`src/rtl/pzbcm_packet_arbiter_pkg.sv`:
```
// Shared types and helpers for the packet arbiter: FSM state encoding and
// the derived stall-counter width.
package pzbcm_packet_arbiter_pkg;

    typedef enum logic [0:0] {
        IDLE     = 1'b0,
        TRANSFER = 1'b1
    } pzbcm_packet_arbiter_state;

    // Bits needed to hold values 0..limit, never less than one bit.
    function automatic int calc_stall_width(input int limit);
        int width;
        width = 1;
        for (int i = 1; i < 32; i++) begin
            if ((64'd1 << width) < (64'(limit) + 64'd1)) begin
                width = width + 1;
            end else begin
                width = width;
            end
        end
        return width;
    endfunction

endpackage

```
`src/rtl/pzbcm_packet_arbiter_rr_select.sv`:
```
// Combinational round-robin picker: first requester strictly after the
// pointer, wrapping around, found by a double-width masked priority encode.
module pzbcm_packet_arbiter_rr_select #(
    parameter int REQUESTS    = 4,
    parameter int INDEX_WIDTH = $clog2(REQUESTS)
) (
    input  logic [REQUESTS-1:0]    i_request,
    input  logic [INDEX_WIDTH-1:0] i_pointer,
    output logic [REQUESTS-1:0]    o_grant,
    output logic [INDEX_WIDTH-1:0] o_index
);

    logic [2*REQUESTS-1:0] masked_s;
    logic                  found_s;
    int                    pos_s;

    // Lower copy keeps only requesters above the pointer; upper copy is the wrap.
    always_comb begin
        masked_s = '0;
        for (int i = 0; i < REQUESTS; i++) begin
            masked_s[i]            = i_request[i] && (i > int'(i_pointer));
            masked_s[i + REQUESTS] = i_request[i];
        end
    end

    // Lowest set bit of the doubled vector, folded back to a source index.
    always_comb begin
        found_s = 1'b0;
        pos_s   = 0;
        for (int i = 0; i < 2 * REQUESTS; i++) begin
            if (masked_s[i] && !found_s) begin
                found_s = 1'b1;
                pos_s   = i;
            end else begin
                found_s = found_s;
            end
        end
        o_index = INDEX_WIDTH'(pos_s % REQUESTS);
        if (found_s) begin
            o_grant = REQUESTS'(1) << o_index;
        end else begin
            o_grant = '0;
        end
    end

endmodule

```
`src/rtl/pzbcm_packet_arbiter.sv`:
```
// Packet-locked round-robin arbiter: shares one valid/ready beat channel among
// REQUESTS sources without interleaving packets, and flags mid-packet stalls.
module pzbcm_packet_arbiter
    import pzbcm_packet_arbiter_pkg::*;
#(
    parameter int REQUESTS    = 4,
    parameter int DATA_WIDTH  = 32,
    parameter int STALL_LIMIT = 0,
    parameter int STALL_WIDTH = calc_stall_width(STALL_LIMIT)
) (
    input  logic                         i_clk,
    input  logic                         i_rst_n,
    input  logic [REQUESTS-1:0]          i_valid,
    output logic [REQUESTS-1:0]          o_ready,
    input  logic [REQUESTS-1:0]          i_last,
    input  logic [REQUESTS*DATA_WIDTH-1:0] i_data,
    output logic                         o_valid,
    input  logic                         i_ready,
    output logic                         o_last,
    output logic [DATA_WIDTH-1:0]        o_data,
    output logic [REQUESTS-1:0]          o_grant,
    output logic                         o_busy,
    output logic                         o_stall
);

    localparam int                     INDEX_WIDTH = $clog2(REQUESTS);
    localparam bit                     STALL_EN    = (STALL_LIMIT > 0);
    localparam logic [STALL_WIDTH-1:0] STALL_MAX   = STALL_WIDTH'(STALL_LIMIT);
    localparam logic [STALL_WIDTH-1:0] STALL_EDGE  = STALL_WIDTH'(STALL_LIMIT - 1);

    pzbcm_packet_arbiter_state state_q, state_d;
    logic [REQUESTS-1:0]       grant_q, grant_d;
    logic [INDEX_WIDTH-1:0]    ptr_q, ptr_d;
    logic [STALL_WIDTH-1:0]    stall_cnt_q, stall_cnt_d;

    logic [REQUESTS-1:0]       pick_grant_s;
    logic [INDEX_WIDTH-1:0]    pick_index_s;
    logic                      sel_valid_s;
    logic                      sel_last_s;
    logic [DATA_WIDTH-1:0]     sel_data_s;

    pzbcm_packet_arbiter_rr_select #(
        .REQUESTS    (REQUESTS),
        .INDEX_WIDTH (INDEX_WIDTH)
    ) u_rr_select (
        .i_request (i_valid),
        .i_pointer (ptr_q),
        .o_grant   (pick_grant_s),
        .o_index   (pick_index_s)
    );

    // The pointer doubles as the locked source index while in TRANSFER.
    always_comb begin
        sel_valid_s = i_valid[ptr_q];
        sel_last_s  = i_last[ptr_q];
        sel_data_s  = i_data[int'(ptr_q) * DATA_WIDTH +: DATA_WIDTH];
    end

    // Next-state, grant lock and downstream/upstream handshake routing.
    always_comb begin
        state_d = state_q;
        grant_d = grant_q;
        ptr_d   = ptr_q;
        o_valid = 1'b0;
        o_last  = 1'b0;
        o_data  = '0;
        o_ready = '0;
        case (state_q)
            IDLE: begin
                if (|i_valid) begin
                    state_d = TRANSFER;
                    grant_d = pick_grant_s;
                    ptr_d   = pick_index_s;
                end else begin
                    state_d = IDLE;
                end
            end
            TRANSFER: begin
                o_valid = sel_valid_s;
                o_last  = sel_last_s;
                o_data  = sel_data_s;
                o_ready = grant_q & {REQUESTS{i_ready}};
                if (sel_valid_s && i_ready && sel_last_s) begin
                    state_d = IDLE;
                    grant_d = '0;
                end else begin
                    state_d = TRANSFER;
                end
            end
            default: begin
                state_d = IDLE;
                grant_d = '0;
            end
        endcase
    end

    // Stall counter saturates at the limit so the report fires only once.
    always_comb begin
        o_stall     = 1'b0;
        stall_cnt_d = '0;
        if (STALL_EN && (state_q == TRANSFER) && !sel_valid_s) begin
            o_stall = (stall_cnt_q == STALL_EDGE);
            if (stall_cnt_q != STALL_MAX) begin
                stall_cnt_d = stall_cnt_q + STALL_WIDTH'(1);
            end else begin
                stall_cnt_d = stall_cnt_q;
            end
        end else begin
            stall_cnt_d = '0;
        end
    end

    // State, grant, pointer and stall counter registers.
    always_ff @(posedge i_clk or negedge i_rst_n) begin
        if (!i_rst_n) begin
            state_q     <= IDLE;
            grant_q     <= '0;
            ptr_q       <= INDEX_WIDTH'(REQUESTS - 1);
            stall_cnt_q <= '0;
        end else begin
            state_q     <= state_d;
            grant_q     <= grant_d;
            ptr_q       <= ptr_d;
            stall_cnt_q <= stall_cnt_d;
        end
    end

    assign o_grant = grant_q;
    assign o_busy  = (state_q == TRANSFER);

endmodule
```
`config.mk`:
```
export PLATFORM = sky130hd
export DESIGN_NAME = pzbcm_packet_arbiter
export DESIGN_NICKNAME = d
export VERILOG_FILES = /design/src/rtl/pzbcm_packet_arbiter_pkg.sv /design/src/rtl/pzbcm_packet_arbiter_rr_select.sv /design/src/rtl/pzbcm_packet_arbiter.sv
export SDC_FILE = /design/constraint.sdc
export NUM_CORES = 1
export LEC_CHECK = 0
export CAP_MARGIN = 0
export CORE_ASPECT_RATIO = 2
export CORE_MARGIN = 2
export CORE_UTILIZATION = 27
export CTS_CLUSTER_DIAMETER = 150
export DETAILED_ROUTE_END_ITERATION = 10
export GPL_TIMING_DRIVEN = 0
export PLACE_DENSITY = 0.86
export SLEW_MARGIN = 40
export SYNTH_ARGS = -nofsm -noshare
export SYNTH_HDL_FRONTEND = slang
export SYNTH_SLANG_ARGS = --single-unit
```
`constraint.sdc`:
```
create_clock -name i_clk -period 2.35 [get_ports i_clk]
set_input_delay 0.3525 -clock i_clk [delete_from_list [all_inputs] [get_ports i_clk]]
set_output_delay 0.3525 -clock i_clk [all_outputs]
set_load 0.02 [all_outputs]
```
==> results.toml, run 1 <==
[cells_and_area]
diodes = 0
areaGrowthSynthToFinish_pct = 129
n_fill_cell = 452
fin_nets = 454
drive_gt1_frac = 0.287

[die]
start_util = 0.276
core_mm2 = 0.00533
die_h_um = 108
std_cell_rows = 38
dieArea_mm2 = 0.00609
ioPinCount = 183
die_width_um = 56.2

[critical_path]
cp_top_family = "flip-flops"
crit_chain = "buf_12 -> buf_12 -> mux4_2 -> and2_1 -> buf_2"
critPathMaxFanout = 10
critical_path_class = "register to primary output"
critPathBufInv = 3
cp_slowest_cell = "dfstp_2"
cpPeakStageDelay_ns = 0.57
cp-end-kind = "primary output"
arrival_ns = 1.96
cpMostUsedCell = "buf_12"
start_kind = "register"
critPathRequiredTime_ns = 2.00

[grt]
met3_usage = 0.114
grt_usage = 0.247
grt_util_met1 = 0.293
grt.overflow.total = 0
grt_pass1_vias = 2196
met2_usage = 0.408
grt_pass1_wl_um = 11600
grt_max_degree = 11
antenna_found_initial = 0
top_usage_layer = "met2"

[routing]
finalWirelength_um = 7610
wire_per_inst_um = 20.3
drcViolationCount = 0
vias = 1994
first_iter_violations = 89
vias_per_cell = 5.33
drt_pass1_iterations = 4
ant_nets = 0

[timing]
skew_ns = 0.00189
fin_setup_tns_ns = 0
drv_slew = 0
setup_viol = 0
fin_crit_ns = 2.31
hold_slack_ns = 0.374
hold_viol = 0
max_slew_margin = 0.602
rsz0062_at_grt = "true"
tightest_slew_ns = 0.588
post-route-period-util = 0.983
max_freq_ghz = 0.433

[logic_synthesis]
synth_nets = 263
synth-edff-count = 0
avgSynthCellArea_um2 = 11.9
synth_cell_types = 35
synth-warning-count = 0
ys_async_sr_fraction = 1.00
synthFlopType = "dfrtp_1"
ys_top_cells_by_area = "mux4_2 49%, and2_1 14%, dfrtp_1 8.5%"
seq_area_frac_synth = 0.121
synthCells = 124
synth.ff_latch_count = 7
synth.top_cell.area_share = 0.490
syn_area_mm2 = 0.00147
post-synth-top-area-cell = "mux4_2"

[clock_tree]
clkSlewWorstSetupHoldPaths_ns = 0.04
clockBufferDepth = 2
holdBufCountCts = 0
clkSinkCount = 7
cts_made_buffers = 3
cts_max_level = 1
root_buffer = "clkbuf_8"
worstSkewPairLatency_ns = 0.23
tritoncts = "yes"

[placement]
io_buffers = 181
dp_hpwl_um = 6340
gp_congestion = 0.828

[power]
ir_drop_uv = 783
p_per_area_mw_per_mm2 = 1050
leakagePower_nw = 1.36

[flow_run]
maxCapViolations = 0

[hold_path]
hold_path_class = "primary input to asynchronous set/reset pin"

[outcome]
status = "finished, final reports clean"
per-layer routing:
metal / vias to the layer above / share of wire
met5: - / 0
met4: 0 / 0.010
met3: 9 / 0.16
met2: 187 / 0.48
met1: 921 / 0.35
li1: 877 / -
registers in the layout, summed over array words and instances (netlist names):
signal,flops
o_busy,1
o_grant,4
ptr_q,2
Yosys cell counts, types with 2 or more instances:
master / n
buf_4: 4
buf_2: 4
and3_1: 4
mux4_1: 2
nand2_1: 3
clkbuf_1: 4
mux4_2: 32
inv_1: 3
dfrtp_1: 5
dfstp_2: 2
a22o_1: 2
nor2_1: 3
and2_1: 34
report_power, final:
group	internal, mW	switching [mW]
Combinational	1.61	1.50
Clock	0.118	0.0569
Sequential	0.185	0.0630
timing repair:
action | CTS | global route
endpoints found under the setup margin | 34 | 13
hold endpoints to repair | 0 | 0
buffers inserted | 4 | 0
resized for setup | 138 | 17
cloned | 0 | 1
per-stage QoR:
step,power (mW),setup WS [ns],cell area (um^2),utilization,instances
floorplan,2.08,0.384,1470,-,124
global placement,3.43,-0.238,3360,0.631,365
detailed placement,3.45,-0.256,3360,0.631,365
CTS,3.53,0.00108,3390,0.636,373
global route,3.74,-0.00774,3370,0.632,374
finish,3.53,0.0396,3370,0.632,374
cells by family (layout without fill, tap and decap cells):
group / count (synthesis) / count (layout) / synth area share
other: 1 / 1 / 0.00255
muxes: 34 / 34 / 0.526
and+or+nand+nor: 56 / 56 / 0.237
AOI/OAI and AO/OA: 10 / 10 / 0.0544
DFF: 7 / 7 / 0.121
buffers and inverters: 16 / 206 / 0.0595
cell usage in the layout (no fill, tap or decap), types with 3 or more instances in the layout:
cell	instances
clkdlybuf4s50_1	147
mux4_2	32
and2_1	31
buf_2	30
buf_4	11
clkbuf_1	5
dfrtp_1	5
buf_12	4
and2_4	4
and3_1	4
inv_1	3
nand2_1	3
nor2_1	3
clkbuf_8	3
cell type report:
class / instances / area [um^2] / area share
Buffer: 13 / 133 / 0.0394
Multi-Input combinational cell: 101 / 1210 / 0.360
Tap cell: 60 / 75.1 / 0.0223
Clock buffer: 4 / 45.0 / 0.0134
Inverter: 3 / 11.3 / 0.00334
Sequential cell: 7 / 178 / 0.0528
Timing Repair Buffer: 186 / 1710 / 0.508
worst paths after layout:
| path | from | to | slack, ns | cells past startpoint |
|---|---|---|---|---|
| worst max-delay path | ptr_q[0] | o_data[20] | 0.04 | 5 |
| worst min-delay path | i_rst_n | o_grant[0] | 0.37 | 1 |
| worst max register to register | ptr_q[0] | o_grant[0] | 0.38 | 7 |
| worst min register to register | o_grant[1] | o_grant[1] | 0.55 | 1 |
| max in group asynchronous | i_rst_n | ptr_q[0] | 1.69 | 1 |
| min in group i_clk | o_grant[1] | o_grant[1] | 0.55 | 1 |
worst reg2reg max path: stages, from the launching register on:
cell and delay (ns):
dfstp_2 0.57, buf_12 0.15, buf_6 0.13, mux4_2 0.51
buf_4 0.15, nand4_2 0.09, and2_4 0.16, a22o_1 0.14
Power figures use the tool's default switching activity.
==> run 2: changes to the inputs <==
--- a/config.mk
+++ b/config.mk
@@ -13,7 +13,7 @@
 export DETAILED_ROUTE_END_ITERATION = 10
 export GPL_TIMING_DRIVEN = 0
 export PLACE_DENSITY = 0.86
-export SLEW_MARGIN = 40
+export SLEW_MARGIN = 25
 export SYNTH_ARGS = -nofsm -noshare
 export SYNTH_HDL_FRONTEND = slang
 export SYNTH_SLANG_ARGS = --single-unit
==> results of run 2 <==
Final layout, timing and power as in run 1 (identical DEF).
==> run 3: changes to the inputs <==
--- a/config.mk
+++ b/config.mk
@@ -13,7 +13,7 @@
 export DETAILED_ROUTE_END_ITERATION = 10
 export GPL_TIMING_DRIVEN = 0
 export PLACE_DENSITY = 0.86
-export SLEW_MARGIN = 25
+export SLEW_MARGIN = 15
 export SYNTH_ARGS = -nofsm -noshare
 export SYNTH_HDL_FRONTEND = slang
 export SYNTH_SLANG_ARGS = --single-unit
==> results of run 3 <==
Final layout, timing and power as in run 1 (identical DEF).
